`config.mk`:
```
export PLATFORM = sky130hd
export DESIGN_NAME = reg_bank_reader
export DESIGN_NICKNAME = d
export VERILOG_FILES = /design/src/rtl/reg_bank_reader.sv
export SDC_FILE = /design/constraint.sdc
export NUM_CORES = 1
export LEC_CHECK = 0
export CAP_MARGIN = 20
export CELL_PAD_IN_SITES_DETAIL_PLACEMENT = 1
export CELL_PAD_IN_SITES_GLOBAL_PLACEMENT = 2
export CORE_ASPECT_RATIO = 0.75
export CORE_MARGIN = 2
export CORE_UTILIZATION = 39
export DETAILED_ROUTE_END_ITERATION = 12
export DONT_BUFFER_PORTS = 1
export PLACE_DENSITY_LB_ADDON = 0.1
export SYNTH_ARGS = -nofsm -noshare
export SYNTH_HDL_FRONTEND = slang
export SYNTH_SLANG_ARGS = --single-unit
```
`constraint.sdc`:
```
create_clock -name clk -period 2.45 [get_ports clk]
set_input_delay 0.735 -clock clk [delete_from_list [all_inputs] [get_ports clk]]
set_output_delay 0.735 -clock clk [all_outputs]
set_load 0.02 [all_outputs]
```
`src/rtl/reg_bank_reader.sv`:
```
// ---------------------------------------------------------------------------
// reg_bank_reader
//
// Read-side sequencer for the datapath register bank. A start pulse seen in
// IDLE makes the block walk bank addresses 0..DEPTH-1 through a synchronous
// read port with 1-cycle latency. Each captured word is offered on a
// valid/ready stream. A one-cycle done pulse follows acceptance of the last
// word. Every output comes straight from a flop.
//
// Ports:
//   clk        system clock, rising edge
//   rst_n      asynchronous active-low reset
//   start      begin a sweep (only looked at in IDLE)
//   abort      synchronous cancel of a sweep in progress
//   rd_en      read strobe to the bank
//   rd_addr    read address to the bank
//   rd_data    bank data, valid the cycle after rd_en
//   out_valid  out_data holds a word
//   out_ready  consumer accepts the word
//   out_data   captured word (keeps its last value after a sweep)
//   out_last   marks the word read from address DEPTH-1
//   busy       high in every state except IDLE
//   done       one-cycle pulse after the last word is accepted
// ---------------------------------------------------------------------------
module reg_bank_reader #(
  parameter int DEPTH = 32,
  parameter int AW    = 5,
  parameter int DW    = 32
) (
  input  logic          clk,
  input  logic          rst_n,
  input  logic          start,
  input  logic          abort,
  output logic          rd_en,
  output logic [AW-1:0] rd_addr,
  input  logic [DW-1:0] rd_data,
  output logic          out_valid,
  input  logic          out_ready,
  output logic [DW-1:0] out_data,
  output logic          out_last,
  output logic          busy,
  output logic          done
);

  typedef enum logic [2:0] {
    IDLE,
    READ,
    WAIT,
    OUT,
    FIN
  } state_t;

  localparam logic [AW-1:0] LAST_IDX = AW'(DEPTH - 1);

  state_t        state, state_d;
  logic [AW-1:0] idx, idx_d;
  logic          valid_d;
  logic [DW-1:0] data_d;
  logic          last_d;

  // State and word index register.
  always_ff @(posedge clk or negedge rst_n) begin
    if (!rst_n) begin
      state <= IDLE;
      idx   <= '0;
    end else begin
      state <= state_d;
      idx   <= idx_d;
    end
  end

  // Next-state and next-output logic. Abort is applied last so it overrides
  // both the handshake and the capture; out_data is deliberately left alone
  // on abort because consumers only trust it while out_valid is high.
  always_comb begin
    state_d = state;
    idx_d   = idx;
    valid_d = out_valid;
    data_d  = out_data;
    last_d  = out_last;

    case (state)
      IDLE: begin
        if (start && !abort) begin
          state_d = READ;
          idx_d   = '0;
        end
      end
      READ: begin
        state_d = WAIT;
      end
      WAIT: begin
        state_d = OUT;
        data_d  = rd_data;
        valid_d = 1'b1;
        last_d  = (idx == LAST_IDX);
      end
      OUT: begin
        if (out_valid && out_ready) begin
          valid_d = 1'b0;
          if (idx == LAST_IDX) begin
            state_d = FIN;
          end else begin
            idx_d   = idx + AW'(1);
            state_d = READ;
          end
        end
      end
      FIN: begin
        state_d = IDLE;
        idx_d   = '0;
        last_d  = 1'b0;
      end
      default: begin
        state_d = IDLE;
        idx_d   = '0;
      end
    endcase

    if (abort && (state != IDLE)) begin
      state_d = IDLE;
      idx_d   = '0;
      valid_d = 1'b0;
      last_d  = 1'b0;
      data_d  = out_data;
    end
  end

  // Output registers, loaded from the next-state values so each output is
  // already correct during the first cycle of the state it belongs to.
  always_ff @(posedge clk or negedge rst_n) begin
    if (!rst_n) begin
      rd_en     <= 1'b0;
      rd_addr   <= '0;
      out_valid <= 1'b0;
      out_data  <= '0;
      out_last  <= 1'b0;
      busy      <= 1'b0;
      done      <= 1'b0;
    end else begin
      rd_en     <= (state_d == READ);
      rd_addr   <= idx_d;
      out_valid <= valid_d;
      out_data  <= data_d;
      out_last  <= last_d;
      busy      <= (state_d != IDLE);
      done      <= (state_d == FIN);
    end
  end

endmodule

```
==> impl_metrics.yaml, run 1 <==
layout:
  fin_cells: 201
  diodes: 0
  final_nets: 180
  drive_above_1_share: 0.333
  final_cell_mix: "dfrtp_1, mux2_2, nor2_1, clkbuf_8, nand3_1"
  final_util: 0.428
  mostFrequentLayoutCell: "dfrtp_1"
  syn_to_final_growth_pct: 6.49
sta:
  skew_ns: 0.00410
  slew_viol_final: 0
  max_slew_margin: 0.717
  max_freq_ghz: 0.472
  tns_ns: 0
  rsz0062_at_grt: "false"
  finalSetupViolCount: 0
  hold_viol: 0
  fin_crit_ns: 2.12
  fin_crit_sh: 0.865
  tightest_slew_ns: 0.424
yosys:
  synth_area_per_cell_um2: 14.1
  ys_seq_area_frac: 0.578
  ys_types: 34
  ys.flop_type: "dfrtp_1"
  ys_warn_count: 0
  synth-edff-count: 0
  netlist_instances: 138
  syn_nets: 177
  ys_ff_latch: 45
  netlist_area_mm2: 0.00195
  ys_async_sr_fraction: 1.00
pwr:
  power_density_mw_per_mm2: 955
  vdd_drop_max_v: 0.000417
  total_switching_power_mw: 0.675
  comb_power_share: 0.117
  switching_share: 0.341
  p_int_mw: 1.30
  p_clk_frac: 0.230
  p_seq_frac: 0.653
  p_leak_nw: 0.903
route:
  ant_nets: 0
  vias: 1114
  viasPerCell: 5.54
  finalWirelength_mm: 3.65
  drcViolationCount: 0
  drt_first_pass_iters: 4
  wl_per_cell_um: 18.2
  first_iter_violations: 29
grt:
  gr-total-overflow: 0
  antenna_found_initial: 0
  grt_pass1_vias: 1205
  grt_max_degree: 46
  grt_pass1_wl_mm: 6.04
  grt_use_total: 0.142
cts:
  clk_pin_slew_ns: 0.08
  cts_made_buffers: 5
  cts_tree: "yes"
  clk-insertion-delay-late_ns: 0.29
  hold_buffers: 0
  cts-htree-levels: 2
  cts_root_buf: "clkbuf_8"
  postCtsResizedCells: 0
  cts_setup_buffers: 0
  cts_buffer_depth: 2
  clock_sinks: 45
min_path:
  hp-class: "in2async"
place:
  port_buffers: 0
  dpl.hpwl_mm: 2.65
  placedCellCount: 194
  gp_congestion: 0.775
die:
  fp.dieArea_mm2: 0.00558
  core_area_mm2: 0.00484
  start_util: 0.402
  fp.dieW_um: 85.6
  num_rows: 22
  pin_count: 79
  die_y_um: 65.2
status:
  status: "complete, no violations"
setup_path:
  crit_required_ns: 2.64
  crit_fanout: 9
  crit_arrival_ns: 2.31
  reg2regPathDepth: 6
  end_kind: "register"
  path_class: "reg2reg"
  crit_path_start_kind: "register"
flow_run:
  cap_violations: 0
-- synth_stat cells (3+ instances only) --
cell type  count  share of area
a21o_1         4          0.015
a21oi_1        3         0.0077
buf_2          3         0.0077
dfrtp_1       45           0.58
inv_1          3         0.0058
mux2_2        30           0.17
nand2_1        3         0.0058
nand3_1        5          0.013
nor2_1         6          0.012
-- critical path, stage by stage (launching register included) --
cell and delay, ns:
dfrtp_1 0.49, ha_1 0.24, and3_1 0.18, ha_1 0.24, o211a_1 0.41, a22o_2 0.29
a21o_1 0.17
-- routing by layer --
| metal | GRT usage | wire [um] | up-vias | part of all wire |
|---|---|---|---|---|
| li1 | - | - | 498 | - |
| met1 | 0.181 | 1600 | 566 | 0.44 |
| met2 | 0.219 | 1730 | 45 | 0.47 |
| met3 | 0.0553 | 280 | 5 | 0.077 |
| met4 | 0.0536 | 40 | 0 | 0.011 |
| met5 | 0 | 0 | - | 0 |
-- path summary, 6_finish.rpt --
kind                               from      endpoint  slack (ns)
min in group clk                  abort         rd_en        0.51
max in group asynchronous         rst_n  out_data[12]        2.24
setup / recovery             rd_addr[1]    rd_addr[3]        0.33
hold / removal                    rst_n  out_data[24]        0.13
setup reg to reg             rd_addr[1]    rd_addr[3]        0.33
hold reg to reg            out_data[25]  out_data[25]        0.66
-- power by group through the flow --
stage	clock (mW)	combinational (mW)	sequential [mW]
2_1_floorplan	0	0.215	1.27
3_3_place_gp	0	0.223	1.31
3_5_place_dp	0	0.238	1.31
4_1_cts	0.478	0.236	1.30
5_1_grt	0.508	0.261	1.32
6_report	0.455	0.231	1.29
-- cells by family (layout without fill, tap and decap cells) --
group | count (synthesis) | after routing | share of synthesized area
compound gates | 19 | 19 | 0.0906
simple gates | 28 | 28 | 0.0868
fa+ha+maj | 2 | 2 | 0.0129
buf+inv | 11 | 14 | 0.0411
flops | 45 | 45 | 0.578
mux | 33 | 33 | 0.190
-- state kept, by name, indices dropped and copies added (netlist names) --
register   count
state          3
out_valid      1
rd_en          1
out_last       1
out_data      32
done           1
rd_addr        5
busy           1
-- stage by stage --
| step | hold WS (ns) | setup slack, ns | area [um2] | power (mW) |
|---|---|---|---|---|
| 6_report | 0.132 | 0.330 | 2070 | 1.98 |
| 5_1_grt | 0.106 | 0.179 | 2070 | 2.09 |
| 4_1_cts | 0.118 | 0.330 | 2070 | 2.01 |
| 3_5_place_dp | 0.440 | 0.346 | 1980 | 1.55 |
| 3_3_place_gp | 0.440 | 0.396 | 1980 | 1.53 |
| 2_1_floorplan | 0.439 | 0.481 | 1950 | 1.48 |
-- area by class of cell --
cell class	count	area [um2]
Inverter	3	11.3
Timing Repair Buffer	4	30.0
Sequential cell	45	1130
Multi-Input combinational cell	82	741
Clock buffer	6	82.6
Clock inverter	1	7.51
Tap cell	60	75.1
Fill cell	493	2770
(Power assumes the default switching activity.)
==> inputs of run 2 (changes only) <==
- clock period: 2.45 -> 2.1 ns (I/O delays scaled with it)
==> run 2 against run 1 <==
Compared with the run above:
- die area is the same
- global-route usage is 0.62 points higher
- hold slack lost 0.11 ns
- critical endpoint unchanged
- count of clock-buffer cells in the layout rose by 1
- highest routed layer unchanged
- largest cell class unchanged
- design area is 4.5% higher
- power is 22% higher
- wire length increased by 8.7%
- sequential cell count is the same
==> impl_metrics.yaml, run 2 (same netlist as run 1, synthesis figures left out) <==
status:
  status: "complete, no violations"
cts:
  cts_setup_buffers: 0
  cts_made_buffers: 5
  cts-htree-levels: 2
  postCtsResizedCells: 0
  cts_tree: "yes"
  clock_sinks: 45
  cts_root_buf: "clkbuf_8"
  hold_buffers: 0
  clk_pin_slew_ns: 0.08
  cts_buffer_depth: 2
  clk-insertion-delay-late_ns: 0.30
route:
  viasPerCell: 5.58
  finalWirelength_mm: 3.97
  ant_nets: 0
  drt_first_pass_iters: 4
  vias: 1171
  wl_per_cell_um: 18.9
  first_iter_violations: 40
  drcViolationCount: 0
grt:
  gr-total-overflow: 0
  grt_pass1_vias: 1268
  grt_use_total: 0.148
  grt_pass1_wl_mm: 6.26
  antenna_found_initial: 0
  grt_max_degree: 46
setup_path:
  startpoint: "rd_addr[0]"
  path_class: "reg2reg"
  r2r_setup_slack_ns: 0.09
  crit_required_ns: 2.29
  reg2regPathDepth: 6
  crit_path_start_kind: "register"
  crit_fanout: 9
  crit_path_end: "rd_addr[3]"
  rr_endpoint: "rd_addr[3]"
  crit_arrival_ns: 2.20
  end_kind: "register"
  r2r-start: "rd_addr[0]"
place:
  place_area_mm2: 0.00202
  dpl.hpwl_mm: 2.85
  gp_congestion: 0.800
  port_buffers: 0
  placedCellCount: 199
  pre_cts_slack_ns: 0.0871
layout:
  syn_to_final_growth_pct: 11.2
  largest_register_ffs: 32
  fin_cells: 210
  drive_above_1_share: 0.360
  largest-register: "out_data"
  top_regs: "out_data (32), rd_addr (5), state (3)"
  fin_area_mm2: 0.00217
  mostFrequentLayoutCell: "dfrtp_1"
  final_cell_mix: "dfrtp_1, mux2_2, buf_4, clkbuf_8, nor2_1"
  final_nets: 188
  diodes: 0
sta:
  setup_ws_ns: 0.0917
  fin_crit_sh: 0.956
  max_freq_ghz: 0.498
  rsz0062_at_grt: "false"
  finalSetupViolCount: 0
  max_slew_margin: 0.743
  slew_viol_final: 0
  tightest_slew_ns: 0.385
  fin_crit_ns: 2.01
  tns_ns: 0
  skew_ns: 0.00457
  hold_viol: 0
die:
  fp.dieW_um: 85.6
  num_rows: 22
  die_y_um: 65.2
  core_area_mm2: 0.00484
  start_util: 0.402
  fp.dieArea_mm2: 0.00558
  pin_count: 79
pwr:
  power_density_mw_per_mm2: 1110
  vdd_drop_max_v: 0.000521
  p_leak_nw: 0.959
  p_total_mw: 2.41
min_path:
  hp-class: "in2async"
flow_run:
  cap_violations: 0
run 2: cell type report:
cell class,count,area [um2]
Inverter,3,11.3
Clock inverter,1,8.76
Sequential cell,45,1130
Timing Repair Buffer,12,108
Tap cell,60,75.1
Fill cell,498,2680
Clock buffer,7,96.3
Multi-Input combinational cell,82,741
run 2: how the worst min path moves through the flow:
stage | start | to | slack [ns] | depth (start not counted)
after floorplan | rst_n | busy | 0.33 | 0
after global placement | rst_n | out_data[4] | 0.34 | 0
after detailed placement | rst_n | out_data[4] | 0.34 | 0
after CTS | rst_n | out_data[18] | 0.002 | 0
after global routing | rst_n | out_data[22] | 0.0004 | 0
final | rst_n | out_data[22] | 0.02 | 0
run 2: per-layer routing:
layer,vias up,GRT usage,wire length [um]
li1,515,-,-
met1,602,0.180,1740
met2,47,0.235,1850
met3,7,0.0603,322
met4,0,0.0595,57
met5,-,0,0
run 2: power breakdown:
| group | internal (mW) | switching, mW | total (mW) |
|---|---|---|---|
| clock network | 0.304 | 0.291 | 0.595 |
| registers | 1.08 | 0.414 | 1.50 |
| logic | 0.193 | 0.123 | 0.316 |
run 2: critical path, stage by stage, from the launching register on:
cell     delay [ns]
dfrtp_1        0.39
ha_1           0.22
and3_1         0.19
ha_1           0.24
o211a_1        0.40
a22o_2         0.29
a21o_1         0.17
run 2: metrics by stage:
step,utilization,hold slack [ns]
2_1_floorplan,-,0.334
3_3_place_gp,0.417,0.335
3_5_place_dp,0.417,0.335
4_1_cts,0.439,0.00203
5_1_grt,0.447,0.000373
6_report,0.447,0.0176
